$ cat src/rtl/fifo_wr_arbiter.sv
// Round-robin arbiter sharing one async-FIFO write port among NREQ packet streams.
// Grant registered one cycle after valid; beats pass combinationally from registered grant, gated by wfull.
module fifo_wr_arbiter #(
  parameter  int NREQ        = 4,
  parameter  int DSIZE       = 8,
  parameter  int MAXBURST    = 8,
  parameter  int AWFULL_HOLD = 1,
  localparam int IDW         = $clog2(NREQ),
  localparam int CW          = $clog2(MAXBURST + 1)
) (
  input  logic                  wclk,
  input  logic                  wrst_n,
  input  logic [NREQ-1:0]       req_valid,
  input  logic [NREQ-1:0]       req_last,
  input  logic [NREQ*DSIZE-1:0] req_data,
  output logic [NREQ-1:0]       req_ready,
  input  logic                  wfull,
  input  logic                  awfull,
  output logic                  winc,
  output logic [DSIZE-1:0]      wdata,
  output logic [NREQ-1:0]       grant,
  output logic [IDW-1:0]        grant_id,
  output logic                  burst_cut
);

  typedef enum logic {IDLE, BUSY} state_t;

  state_t          state_q, state_d;
  logic [NREQ-1:0] grant_q, grant_d;
  logic [IDW-1:0]  gid_q, gid_d;
  logic [IDW-1:0]  rr_q, rr_d;
  logic [CW-1:0]   cnt_q, cnt_d;
  logic            cut_q, cut_d;

  logic            pick_vld;
  logic [IDW-1:0]  pick_id;
  logic [IDW-1:0]  gid_inc;
  logic            busy, g_valid, g_last, beat, at_cap, rel, arb_ok;

  // Rotating search: first valid requester at rr_q, rr_q+1, ... wrapping at NREQ.
  always_comb begin
    logic [IDW:0] sum;
    sum      = '0;
    pick_vld = 1'b0;
    pick_id  = '0;
    for (int k = 0; k < NREQ; k++) begin
      sum = {1'b0, rr_q} + (IDW+1)'(k);
      if (sum >= (IDW+1)'(NREQ)) begin
        sum = sum - (IDW+1)'(NREQ);
      end
      if (!pick_vld && req_valid[sum[IDW-1:0]]) begin
        pick_vld = 1'b1;
        pick_id  = sum[IDW-1:0];
      end
    end
  end

  assign busy    = (state_q == BUSY);
  assign g_valid = req_valid[gid_q];
  assign g_last  = req_last[gid_q];
  assign beat    = busy && g_valid && !wfull;
  assign at_cap  = (cnt_q == CW'(MAXBURST - 1));
  assign rel     = beat && (g_last || at_cap);
  assign arb_ok  = !((AWFULL_HOLD != 0) && awfull);
  assign gid_inc = (gid_q == IDW'(NREQ - 1)) ? '0 : gid_q + IDW'(1);

  always_comb begin
    wdata = '0;
    if (busy) begin
      for (int i = 0; i < NREQ; i++) begin
        if (gid_q == IDW'(i)) begin
          wdata = req_data[i*DSIZE +: DSIZE];
        end
      end
    end
  end

  assign req_ready = (busy && !wfull) ? grant_q : '0;
  assign winc      = beat;
  assign grant     = grant_q;
  assign grant_id  = gid_q;
  assign burst_cut = cut_q;

  always_comb begin
    state_d = state_q;
    grant_d = grant_q;
    gid_d   = gid_q;
    rr_d    = rr_q;
    cnt_d   = cnt_q;
    cut_d   = 1'b0;
    case (state_q)
      IDLE: begin
        if (pick_vld && arb_ok) begin
          state_d = BUSY;
          grant_d = {{(NREQ-1){1'b0}}, 1'b1} << pick_id;
          gid_d   = pick_id;
          cnt_d   = '0;
        end
      end
      BUSY: begin
        // The grant survives gaps in valid; only last or the burst cap ends it.
        if (rel) begin
          state_d = IDLE;
          grant_d = '0;
          rr_d    = gid_inc;
          cnt_d   = '0;
          cut_d   = !g_last;
        end else if (beat) begin
          cnt_d   = cnt_q + CW'(1);
        end
      end
      default: state_d = IDLE;
    endcase
  end

  always_ff @(posedge wclk or negedge wrst_n) begin
    if (!wrst_n) begin
      state_q <= IDLE;
      grant_q <= '0;
      gid_q   <= '0;
      rr_q    <= '0;
      cnt_q   <= '0;
      cut_q   <= 1'b0;
    end else begin
      state_q <= state_d;
      grant_q <= grant_d;
      gid_q   <= gid_d;
      rr_q    <= rr_d;
      cnt_q   <= cnt_d;
      cut_q   <= cut_d;
    end
  end

endmodule

$ cat config.mk
export PLATFORM = sky130hd
export DESIGN_NAME = fifo_wr_arbiter
export DESIGN_NICKNAME = d
export VERILOG_FILES = /design/src/rtl/fifo_wr_arbiter.sv
export SDC_FILE = /design/constraint.sdc
export NUM_CORES = 1
export LEC_CHECK = 0
export BUFFER_PORTS_ARGS = -buffer_cell sky130_fd_sc_hd__buf_2
export CAP_MARGIN = 20
export CORE_MARGIN = 8
export CORE_UTILIZATION = 48
export DETAILED_ROUTE_END_ITERATION = 10
export PLACE_DENSITY_LB_ADDON = 0.25
export SLEW_MARGIN = 20
export SYNTH_ARGS = -nofsm -noshare
export SYNTH_HDL_FRONTEND = slang
export SYNTH_SLANG_ARGS = --single-unit
$ cat constraint.sdc
create_clock -name wclk -period 5.45 [get_ports wclk]
set_input_delay 0.545 -clock wclk [delete_from_list [all_inputs] [get_ports wclk]]
set_output_delay 0.545 -clock wclk [all_outputs]
set_load 0.05 [all_outputs]
==> summary.txt, run 1 <==
Per-cell routed wire length - 15.54 µm
Core Area - 0.002410 mm²
1st-iter DRT viols - 77
DRT Wirelength - 3449 µm
Setup TNS - 0 ns
Largest family of logic cells by synthesized area - compound AO/OA/AOI/OAI gates
Max VDD drop - 501.5 µV
Number of antenna violations at the first check in global routing - 0
Worst-path maximum fanout - 16
Clock Latency Late Sink - 0.27 ns
Pwr dens - 664.9 mW/mm²
Startpoint type of the worst setup path - flop
Hold buffers post-CTS - 0
Sw frac - 57.73%
Syn Area/Cell - 8.997 µm²
Seq cells post-synth - 14
# IOs - 64
Global-route wire length before repair - 5727 µm
Max-slew violation count - 0
Global routing's busiest layer - met2
Dpl ws - 2.906 ns
Fmax - 342.6 MHz
NetSw - 593.1 µW
DRC Markers - 0
P_int - 434.3 µW
DRT Pass-1 Iters - 4
M2 GR Usage - 28.66%
Setup Skew - 0.0008130 ns
Post CTS Setup Buffer Count - 0
Overflow left after global routing - 0
Crit-path slowest cell - ha_1
HP Class - in -> async
Row cnt - 18
Syn-to-layout area delta - 31.10%
Final core occ - 64.12%
Total CTS buffers - 3
Critical path type - reg -> out
Via density - 5.730
Final setup vio count - 0
Met3 Resource Use GR - 3.401%
Final setup margin - 2.531 ns
Fin crit period - 2.919 ns
Critical Path RT - 4.91 ns
Fillers - 214
H-Tree Depth - 1
Final hold violations - 0
Die height - 65.55 µm
Starting Density - 48.91%
Die width - 65.55 µm
Max cap viols - 0
CTS Root Buffer Type - clkbuf_4
Clock power share - 7.2%
CTS tree - built
# diodes - 0
Combinational share of power - 72.3%
Status - complete, no violations
Register Area - 350.3 µm²
Synthesized cell area - 0.001179 mm²
Largest net degree at the start of global routing - 18
CTS Buffer Depth - 2
Post-route antenna net violation count - 0
XOR/XNOR Fraction of Synth Area - 0%
DP HPWL - 2818 µm
M1 GR Usage - 18.67%
Synth cell types - 38
Share of layout cells above drive strength 1 - 40.10%
Nets@finish - 242
GP Congestion - 0.8741
Post-cts sizing count - 0
Die area - 0.004297 mm²
Relative slew slack - 51.56%
RSZ-0062 raised after global routing - false
Crit path cell chain - inv_1, ha_1, a221oi_1, a211o_1, a21boi_0, buf_2
Max incr delay on CP - 0.51 ns
CP endpoint kind - primary output
Post-synthesis sequential area ratio - 29.72%
Synth Area in Compound Gates - 29.51%
GRT Total Usage - 16.14%
Clk slew on worst S/H paths - 0.09 ns
Final Cycle Share - 53.55%
Area of the multi-input gates - 764.5 µm²
Post-synthesis cell count - 131
Mux contribution to synthesized area - 7.431%
Vias - 1,272
Simple-Gate Fraction of Synth Area - 22.61%
PortBufs - 63
Worst slew pin tran - 0.7222 ns
Crit path DAT - 2.37 ns
Post-Synth Adder-Cell Area - 5.308%
Net Count, Synth - 180
P_leak - 0.0008339 µW
Vias in the first global route - 1,298
Synth warnings - 0
CTS sink count - 14
Sequential power share - 20.4%
==> final cells by class <==
type,count,area share (%)
Multi-Input combinational cell,100,49.47
Sequential cell,14,22.67
Timing Repair Buffer,63,20.40
Tap cell,30,2.429
Inverter,11,2.672
Clock buffer,4,2.348
==> stage by stage <==
step	total power (µW)	hold WS (ns)	instances	cell area (µm²)
6_report	1027	0.1530	222	1545
5_1_grt	1096	0.1610	222	1545
4_1_cts	1030	0.1550	222	1545
3_5_place_dp	953.8	0.4611	218	1509
3_3_place_gp	933.8	0.4544	218	1509
2_1_floorplan	793.4	0.2494	131	1179
==> sequential cells by signal (all words and copies together) (netlist names) <==
name	cells
cnt_q	4
grant	4
grant_id	2
rr_q	2
burst_cut	1
busy	1
==> routing by layer <==
metal / routed length [µm] / up-vias
met4: 61 / 0
met5: 0 / -
li1: - / 607
met1: 1373 / 608
met3: 226 / 8
met2: 1787 / 49
==> logic make-up after synthesis <==
family / Yosys count
compound gates: 42
fa+ha+maj: 5
flops: 14
simple gates: 47
buf+inv: 17
mux: 6
==> power by group through the flow <==
| stage | registers, µW | clock network, µW | logic (µW) |
|---|---|---|---|
| final | 210 | 74.1 | 743 |
| after global routing | 218 | 82.6 | 796 |
| after CTS | 209 | 77.3 | 743 |
| after detailed placement | 211 | 0 | 743 |
| after global placement | 207 | 0 | 727 |
| after floorplan | 249 | 0 | 544 |
==> cell usage in the layout, fill, tap and decap left out, types with 2 or more instances in the layout <==
master     Yosys  routed
nor3_1         2       2
o2bb2ai_1      3       3
nand2_1       12      12
nor4_1         2       2
ha_1           5       5
a221oi_1       8       8
a211o_1        9       9
buf_2          0      63
a21boi_0       8       8
dfrtp_1       14      14
nand3_1        3       3
nor2b_1        8       8
mux2i_1        2       2
nor2_1         5       5
a22o_1         2       2
mux4_2         2       2
a211oi_1       2       2
clkbuf_4       0       3
nor3b_1        2       2
nand2b_1       2       2
inv_1         10      10
mux2_2         2       2
and2_1         4       4
a21o_1         2       2
o211a_1        2       2
==> worst paths after layout <==
check / cells after the start / start / slack, ns / endpoint
setup / recovery: 6 / grant_id[1] / 2.53 / wdata[0]
hold / removal: 1 / wrst_n / 0.15 / cnt_q[2]
setup reg to reg: 4 / grant_id[0] / 3.52 / rr_q[0]
hold reg to reg: 1 / grant[1] / 0.51 / grant[1]
max in group asynchronous: 1 / wrst_n / 5.06 / grant[0]
min in group wclk: 1 / grant[1] / 0.51 / grant[1]
==> synth_stat cells <==
cell type / n / area, µm²
dfrtp_1: 14 / 350.3
nor3b_1: 2 / 15.01
nor4b_1: 1 / 8.760
nor3_1: 2 / 10.01
clkbuf_1: 6 / 22.52
o21bai_1: 1 / 7.510
mux2_2: 2 / 22.52
inv_2: 1 / 3.750
a21oi_1: 1 / 5.000
nor2b_1: 8 / 50.05
or3_1: 1 / 6.260
mux2i_1: 2 / 20.02
nand2_1: 12 / 45.04
o211a_1: 2 / 20.02
nand2_4: 1 / 11.26
a211o_1: 9 / 78.83
nand3b_1: 1 / 7.510
o21a_1: 1 / 7.510
a21boi_0: 8 / 60.06
and2b_2: 1 / 8.760
o21ai_0: 1 / 5.000
o211ai_1: 1 / 7.510
a211oi_1: 2 / 15.01
a21o_1: 2 / 15.01
and2_1: 4 / 25.02
mux4_2: 2 / 45.04
o22ai_2: 1 / 12.51
nand2b_1: 2 / 12.51
nand3_1: 3 / 15.01
a22o_1: 2 / 17.52
ha_1: 5 / 62.56
nor4_1: 2 / 12.51
nor2_1: 5 / 18.77
nand2b_4: 1 / 13.76
inv_1: 10 / 37.54
o2bb2ai_1: 3 / 26.28
a221oi_1: 8 / 70.07
nor2_2: 1 / 6.260
==> worst max-delay path: cells and delay by family (launching register included) <==
kind | cells | cell delay [ns]
fa+ha+maj | 1 | 0.51
compound gates | 3 | 0.69
buf+inv | 2 | 0.44
flops | 1 | 0.46
No activity file was read; power rests on OpenSTA's default activity.
==> run 2, diff against run 1 <==
ABC_AREA = 1   (was unset)
CORE_UTILIZATION = 47   (was 48)
clock period = 3.05 ns   (was 5.45 ns; I/O delays follow)
==> run 2 against run 1 <==
Against the previous run:
- power increased by 110%
- die area increased by 18%
- hold slack improved by 0.24 ns
- register-to-register slack got worse by 2.5 ns
- cell area increased by 15%
- non-clock buffer count increased by 1
- cell count increased by 45%
- routed wire length increased by 16%
- utilization decreased by 4.5 points
- synthesized area increased by 21%
- flip-flop and latch count unchanged
- via count increased by 30%
- critical path type unchanged
- largest cell class unchanged
==> summary.txt, run 2 <==
Via density - 5.133 (was 5.730)
Vias in the first global route - 1,536 (was 1,298)
CTS tree - built (unchanged)
Met3 Resource Use GR - 4.802% (was 3.401%)
GP Congestion - 0.8475 (was 0.8741)
Share of layout cells above drive strength 1 - 27.93% (was 40.10%)
PortBufs - 63 (unchanged)
Pwr dens - 1231 mW/mm² (was 664.9 mW/mm²)
Core Area - 0.002978 mm² (was 0.002410 mm²)
P_leak - 0.001040 µW (was 0.0008339 µW)
Syn Area/Cell - 6.169 µm² (was 8.997 µm²)
Net Count, Synth - 280 (was 180)
CTS Root Buffer Type - clkbuf_4 (unchanged)
Post-synth top cells - 67 x nand2_1, 30 x nor2_1, 22 x nand3_1 (was 14 x dfrtp_1, 12 x nand2_1, 10 x inv_1)
M1 GR Usage - 19.79% (was 18.67%)
Crit path DAT - 2.19 ns (was 2.37 ns)
Max incr delay on CP - 0.46 ns (was 0.51 ns)
Post-route antenna net violation count - 0 (unchanged)
Sequential power share - 16.2% (was 20.4%)
H-Tree Depth - 1 (unchanged)
Relative slew slack - 66.05% (was 51.56%)
Max-slew violation count - 0 (unchanged)
Setup Skew - 0.005426 ns (was 0.0008130 ns)
# IOs - 64 (unchanged)
Nets@finish - 340 (was 242)
CP endpoint kind - primary output (unchanged)
DP HPWL - 3231 µm (was 2818 µm)
GRT Total Usage - 15.99% (was 16.14%)
Final setup vio count - 0 (unchanged)
Max cap viols - 0 (unchanged)
# placed instances - 318 (was 218)
Synth cell types - 27 (was 38)
CTS sink count - 14 (unchanged)
DRC Markers - 0 (unchanged)
Overflow left after global routing - 0 (unchanged)
Post-synthesis sequential area ratio - 24.58% (was 29.72%)
Yosys top cell by area - dfrtp_1 (unchanged)
NetSw - 1386 µW (was 593.1 µW)
Largest net degree at the start of global routing - 17 (was 18)
Worst slew pin tran - 0.5092 ns (was 0.7222 ns)
Post-cts sizing count - 0 (unchanged)
Number of flops mapped to enable cells by yosys - 0 (unchanged)
Area contributors post-synth - dfrtp_1 25%, nand2_1 18%, nor2_1 7.9%, nand3_1 7.7%, a21oi_1 6.3% (was dfrtp_1 30%, a211o_1 6.7%, a221oi_1 5.9%, ha_1 5.3%, a21boi_0 5.1%)
Commonest non-fill, non-tap cell in the layout - nand2_1 (was buf_2)
Fillers - 301 (was 214)
HP Class - in -> reg (was in -> async)
Number of antenna violations at the first check in global routing - 0 (unchanged)
Seq cells post-synth - 14 (unchanged)
Startpoint type of the worst setup path - flop (unchanged)
Fmax - 401.4 MHz
Final core occ - 59.62% (was 64.12%)
Clock power share - 6.1% (was 7.2%)
Share of the synthesized area in the top cell type - 24.58% (was 29.72%)
Critical Path RT - 2.74 ns (was 4.91 ns)
Die area - 0.005050 mm² (was 0.004297 mm²)
CTS Buffer Depth - 2 (unchanged)
DRT Wirelength - 4015 µm (was 3449 µm)
Worst-path maximum fanout - 9 (was 16)
Crit path cell chain - inv_1, ha_1, inv_1, nor2_1, o31ai_1, o21ai_0, nor2_1, buf_2 (was inv_1, ha_1, a221oi_1, a211o_1, a21boi_0, buf_2)
Final hold violations - 0 (unchanged)
Clock Latency Late Sink - 0.28 ns (was 0.27 ns)
Fin crit period - 2.491 ns
Filler-free cell count of the finished design - 323 (was 222)
Global-route wire length before repair - 6858 µm (was 5727 µm)
Most frequent cells in the layout - 67 x nand2_1, 63 x buf_2, 30 x nor2_1, 22 x nand3_1, 21 x inv_1 (was 63 x buf_2, 14 x dfrtp_1, 12 x nand2_1, 10 x inv_1, 9 x a211o_1)
1st-iter DRT viols - 103 (was 77)
Final Cycle Share - 81.68%
Total CTS buffers - 3 (unchanged)
Crit-path slowest cell - dfrtp_1 (was ha_1)
Die width - 71.07 µm (was 65.55 µm)
DRT Pass-1 Iters - 4 (unchanged)
Combinational share of power - 77.7% (was 72.3%)
Setup TNS - 0 ns (unchanged)
Critical path type - reg -> out (unchanged)
Die height - 71.07 µm (was 65.55 µm)
M2 GR Usage - 24.82% (was 28.66%)
Dpl ws - 0.8842 ns (was 2.906 ns)
Per-cell routed wire length - 12.43 µm (was 15.54 µm)
Max VDD drop - 572.0 µV (was 501.5 µV)
Vias - 1,658 (was 1,272)
Row cnt - 20 (was 18)
P_int - 800.1 µW (was 434.3 µW)
RSZ-0062 raised after global routing - false (unchanged)
Global routing's busiest layer - met2 (unchanged)
Sw frac - 63.40% (was 57.73%)
Status - complete, no violations (unchanged)
Clk slew on worst S/H paths - 0.09 ns (about the same)
# diodes - 0 (unchanged)
Final setup margin - 0.5587 ns (was 2.531 ns)
Async set-reset flop share out of synthesis - 100.0% (unchanged)
Synth warnings - 0 (unchanged)
Most numerous cell in the Yosys netlist - nand2_1 (was dfrtp_1)
Main synth FF type - dfrtp_1 (unchanged)
Synthesized cell area - 0.001425 mm² (was 0.001179 mm²)
Starting Density - 47.86% (was 48.91%)
Syn-to-layout area delta - 24.58% (was 31.10%)
Post-synthesis cell count - 231 (was 131)
==> run 2: cell count changes after synthesis, moves of 9 or more <==
cell	delta
nand2_1	+55
nor2_1	+25
nand3_1	+19
a21oi_1	+17
inv_1	+11
a211o_1	-9
o31ai_1	+9
==> run 2: path summary, 6_finish.rpt <==
| path | slack (ns) | start | endpoint | cells past startpoint |
|---|---|---|---|---|
| worst max-delay path | 0.56 | grant_id[1] | wdata[4] | 8 |
| worst min-delay path | 0.39 | req_last[2] | burst_cut | 6 |
| worst max register to register | 1.05 | rr_q[0] | cnt_q[0] | 11 |
| worst min register to register | 0.54 | grant[3] | grant[3] | 2 |
| max in group asynchronous | 2.38 | wrst_n | grant[3] | 2 |
| min in group asynchronous | 0.43 | wrst_n | cnt_q[2] | 2 |
==> run 2: logic make-up after synthesis <==
logic type	synth area share (%)
adders and majority gates	4.390
buffers and inverters	10.27
and+or+nand+nor	41.44
DFF	24.58
AOI/OAI and AO/OA	18.09
xor gates and xnor gates	1.229
==> run 2: area by class of cell <==
type / count / area, µm² / area share, %
Sequential cell: 14 / 350.3 / 19.73
Clock buffer: 4 / 36.28 / 2.044
Timing Repair Buffer: 64 / 325.3 / 18.32
Inverter: 25 / 93.84 / 5.285
Multi-Input combinational cell: 183 / 928.4 / 52.29
Tap cell: 33 / 41.29 / 2.326
==> run 2: power groups by stage <==
stage / Clock [µW] / Sequential (µW) / Combinational (µW)
after floorplan: 0 / 445 / 1290
after global placement: 0 / 352 / 1690
after detailed placement: 0 / 355 / 1690
after CTS: 140 / 352 / 1700
after global routing: 149 / 365 / 1880
final: 134 / 354 / 1700
==> run 2: critical path: cells and delay by family (launching register included) <==
family / cells / cell delay [ns]
compound gates: 2 / 0.34
buf+inv: 3 / 0.64
flops: 1 / 0.46
fa+ha+maj: 1 / 0.30
simple gates: 2 / 0.15
==> run 2: per-layer routing <==
| layer | share of wire (%) | up-vias | routed length, µm |
|---|---|---|---|
| li1 | - | 867 | - |
| met1 | 46 | 719 | 1864 |
| met2 | 43 | 62 | 1710 |
| met3 | 8.5 | 10 | 342 |
| met4 | 2.4 | 0 | 97 |
| met5 | 0 | - | 0 |
==> run 2: what timing repair did <==
action	4_1_cts	5_1_grt
endpoints found under the setup margin	0	0
setup buffers	0	0
hold endpoints to repair	14	0
hold buffers	1	0
==> run 2: metrics by stage <==
step | hold slack (ns) | instance area [µm²] | total power [µW]
after global placement | 0.2134 | 1729 | 2040
final | 0.3887 | 1775 | 2186
after global routing | 0.4258 | 1775 | 2389
after CTS | 0.3863 | 1775 | 2192
after floorplan | 0.009409 | 1425 | 1732
after detailed placement | 0.2145 | 1729 | 2048
==> run 3, diff against run 2 <==
ABC_AREA = 0   (was 1)
CORE_UTILIZATION = 44   (was 47)
clock period = 2.5 ns   (was 3.05 ns; I/O delays follow)
==> run 3 against run 2 <==
Against the previous run:
- cell area is 8.9% lower
- register-to-register slack worse by 0.43 ns
- sequential share of layout area is 2.1 points higher
- sequential power is 32% higher
- flip-flop and latch count stayed put
- non-clock buffer count stayed put
- power is 9.3% higher
- worst setup slack worse by 0.41 ns
- die area is 9.1% lower
==> summary.txt, run 3 (synthesis gave the netlist of run 1 again) <==
Met3 Resource Use GR - 4.636% (was 4.802%)
Status - complete, no violations (unchanged)
Row cnt - 18 (was 20)
Share of layout cells above drive strength 1 - 46.63% (was 27.93%)
R2R setup slack - 0.62 ns (was 1.05 ns)
DP HPWL - 2818 µm (was 3231 µm)
Most frequent cells in the layout - 62 x buf_2, 12 x nand2_1, 12 x dfrtp_1, 9 x inv_1, 9 x a211o_1 (was 67 x nand2_1, 63 x buf_2, 30 x nor2_1, 22 x nand3_1, 21 x inv_1)
Reg-to-reg endpoint - rr_q[1] (was cnt_q[0])
Die width - 67.76 µm (was 71.07 µm)
Worst flop-to-flop path startpoint - grant_id[0] (was rr_q[0])
Global routing's busiest layer - met2 (unchanged)
CTS tree - built (unchanged)
CTS sink count - 14 (unchanged)
M2 GR Usage - 30.06% (was 24.82%)
CTS Root Buffer Type - clkbuf_4 (unchanged)
Nets@finish - 243 (was 340)
Syn-to-layout area delta - 37.26% (was 24.58%)
Setup Skew - 0.01210 ns (was 0.005426 ns)
# diodes - 0 (unchanged)
Final hold violations - 0 (unchanged)
Post-route antenna net violation count - 0 (unchanged)
M1 GR Usage - 19.23% (was 19.79%)
Pwr dens - 1477 mW/mm² (was 1231 mW/mm²)
Vias in the first global route - 1,310 (was 1,536)
Combinational share of power - 74.6% (was 77.7%)
Tot Pwr - 2389 µW (was 2186 µW)
Clk slew on worst S/H paths - 0.09 ns (about the same)
Die area - 0.004591 mm² (was 0.005050 mm²)
Relative slew slack - 50.98% (was 66.05%)
CTS Buffer Depth - 2 (unchanged)
Vias - 1,249 (was 1,658)
DRT Pass-1 Iters - 4 (unchanged)
Critical path type - reg -> out (unchanged)
Clock Latency Late Sink - 0.29 ns (was 0.28 ns)
RSZ-0062 raised after global routing - false (unchanged)
H-Tree Depth - 1 (unchanged)
GRT Total Usage - 16.58% (was 15.99%)
Sequential power share - 19.6% (was 16.2%)
Overflow left after global routing - 0 (unchanged)
Max cap viols - 0 (unchanged)
Sw frac - 56.84% (was 63.40%)
Worst-path maximum fanout - 8 (was 9)
DRT Wirelength - 3578 µm (was 4015 µm)
Area after DPL - 0.001540 mm² (was 0.001729 mm²)
Final core occ - 64.71% (was 59.62%)
Hold path startpoint - awfull (was req_last[2])
Largest net degree at the start of global routing - 18 (was 17)
DRC Markers - 0 (unchanged)
HP Class - in -> reg (unchanged)
1st-iter DRT viols - 36 (was 103)
PortBufs - 63 (unchanged)
Die height - 67.76 µm (was 71.07 µm)
WHS Path Cells - 3 (was 6)
Number of antenna violations at the first check in global routing - 0 (unchanged)
Startpoint type of the worst setup path - flop (unchanged)
Starting Density - 47.15% (was 47.86%)
Reg2Reg Depth - 4 (was 11)
Final setup vio count - 0 (unchanged)
GP Congestion - 0.8071 (was 0.8475)
NetSw - 1358 µW (was 1386 µW)
Commonest non-fill, non-tap cell in the layout - buf_2 (was nand2_1)
Post-route cell area - 0.001618 mm² (was 0.001775 mm²)
Fmax - 424.4 MHz
CP endpoint kind - primary output (unchanged)
Worst slew pin tran - 0.7309 ns (was 0.5092 ns)
Fin crit period - 2.356 ns
Max-slew violation count - 0 (unchanged)
P_int - 1031 µW (was 800.1 µW)
Max VDD drop - 977.1 µV (was 572.0 µV)
Crit path DAT - 2.11 ns (was 2.19 ns)
# IOs - 64 (unchanged)
Core Area - 0.002500 mm² (was 0.002978 mm²)
Clock power share - 5.8% (was 6.1%)
Post CTS Setup Buffer Count - 0 (unchanged)
Total CTS buffers - 3 (unchanged)
Final Cycle Share - 94.25%
Critical Path RT - 2.25 ns (was 2.74 ns)
Per-cell routed wire length - 16.04 µm (was 12.43 µm)
Hold Crit Endpoint - busy (was burst_cut)
Via density - 5.601 (was 5.133)
Global-route wire length before repair - 6065 µm (was 6858 µm)
P_leak - 0.0008369 µW (was 0.001040 µW)
run 3: worst max path at each step:
stage                 from  cells after the start  endpoint  slack [ns]
2_1_floorplan  grant_id[1]                      7  wdata[4]       -0.02
4_1_cts        grant_id[0]                      7  wdata[7]        0.05
3_3_place_gp   grant_id[1]                      6  wdata[1]        0.41
3_5_place_dp   grant_id[1]                      6  wdata[7]        0.28
6_report       grant_id[1]                      7  wdata[7]        0.14
5_1_grt        grant_id[1]                      7  wdata[7]        0.02
run 3: repair_timing:
item,4_1_cts,5_1_grt
resized for setup,3,6
setup endpoints to repair,5,3
endpoints found under the hold margin,14,0
hold buffers,1,0
cloned,0,0
run 3: metrics by stage:
stage                     setup TNS (ns)  hold WS [ns]  instances  worst slack [ns]
after floorplan                 -0.01931      -0.04559        131          -0.01931
after global placement                 0        0.1592        218            0.4090
after detailed placement               0        0.1713        218            0.2800
after CTS                              0        0.3233        223           0.05210
after global routing                   0        0.3411        223           0.01824
final                                  0        0.3369        223            0.1437
run 3: worst max-delay path: stages, from the launching register on:
cell	delay, ns
dfrtp_2	0.47
inv_1	0.18
ha_4	0.21
nor2b_1	0.16
a221oi_1	0.09
a211o_1	0.30
a21boi_2	0.15
clkbuf_4	0.25
run 3: power groups by stage:
| stage | Combinational (µW) | Sequential (µW) | Clock [µW] |
|---|---|---|---|
| after floorplan | 1270 | 545 | 0 |
| after global placement | 1670 | 452 | 0 |
| after detailed placement | 1720 | 462 | 0 |
| after CTS | 1730 | 458 | 144 |
| after global routing | 1910 | 490 | 156 |
| final | 1780 | 468 | 139 |
run 3: routing by layer:
layer,wire length (µm),vias up,share of wire (%)
li1,-,612,-
met2,1828,57,51
met1,1434,576,40
met3,289,4,8.1
met4,26,0,0.73
met5,0,-,0
run 3: layout make-up:
cell class / instances / area [µm²]
multi-input combinational: 100 / 832.0
tap: 30 / 37.54
sequential: 14 / 352.8
clock buffer: 4 / 26.28
fill: 218 / 882.1
inverter: 11 / 41.29
timing repair buffer: 64 / 327.8
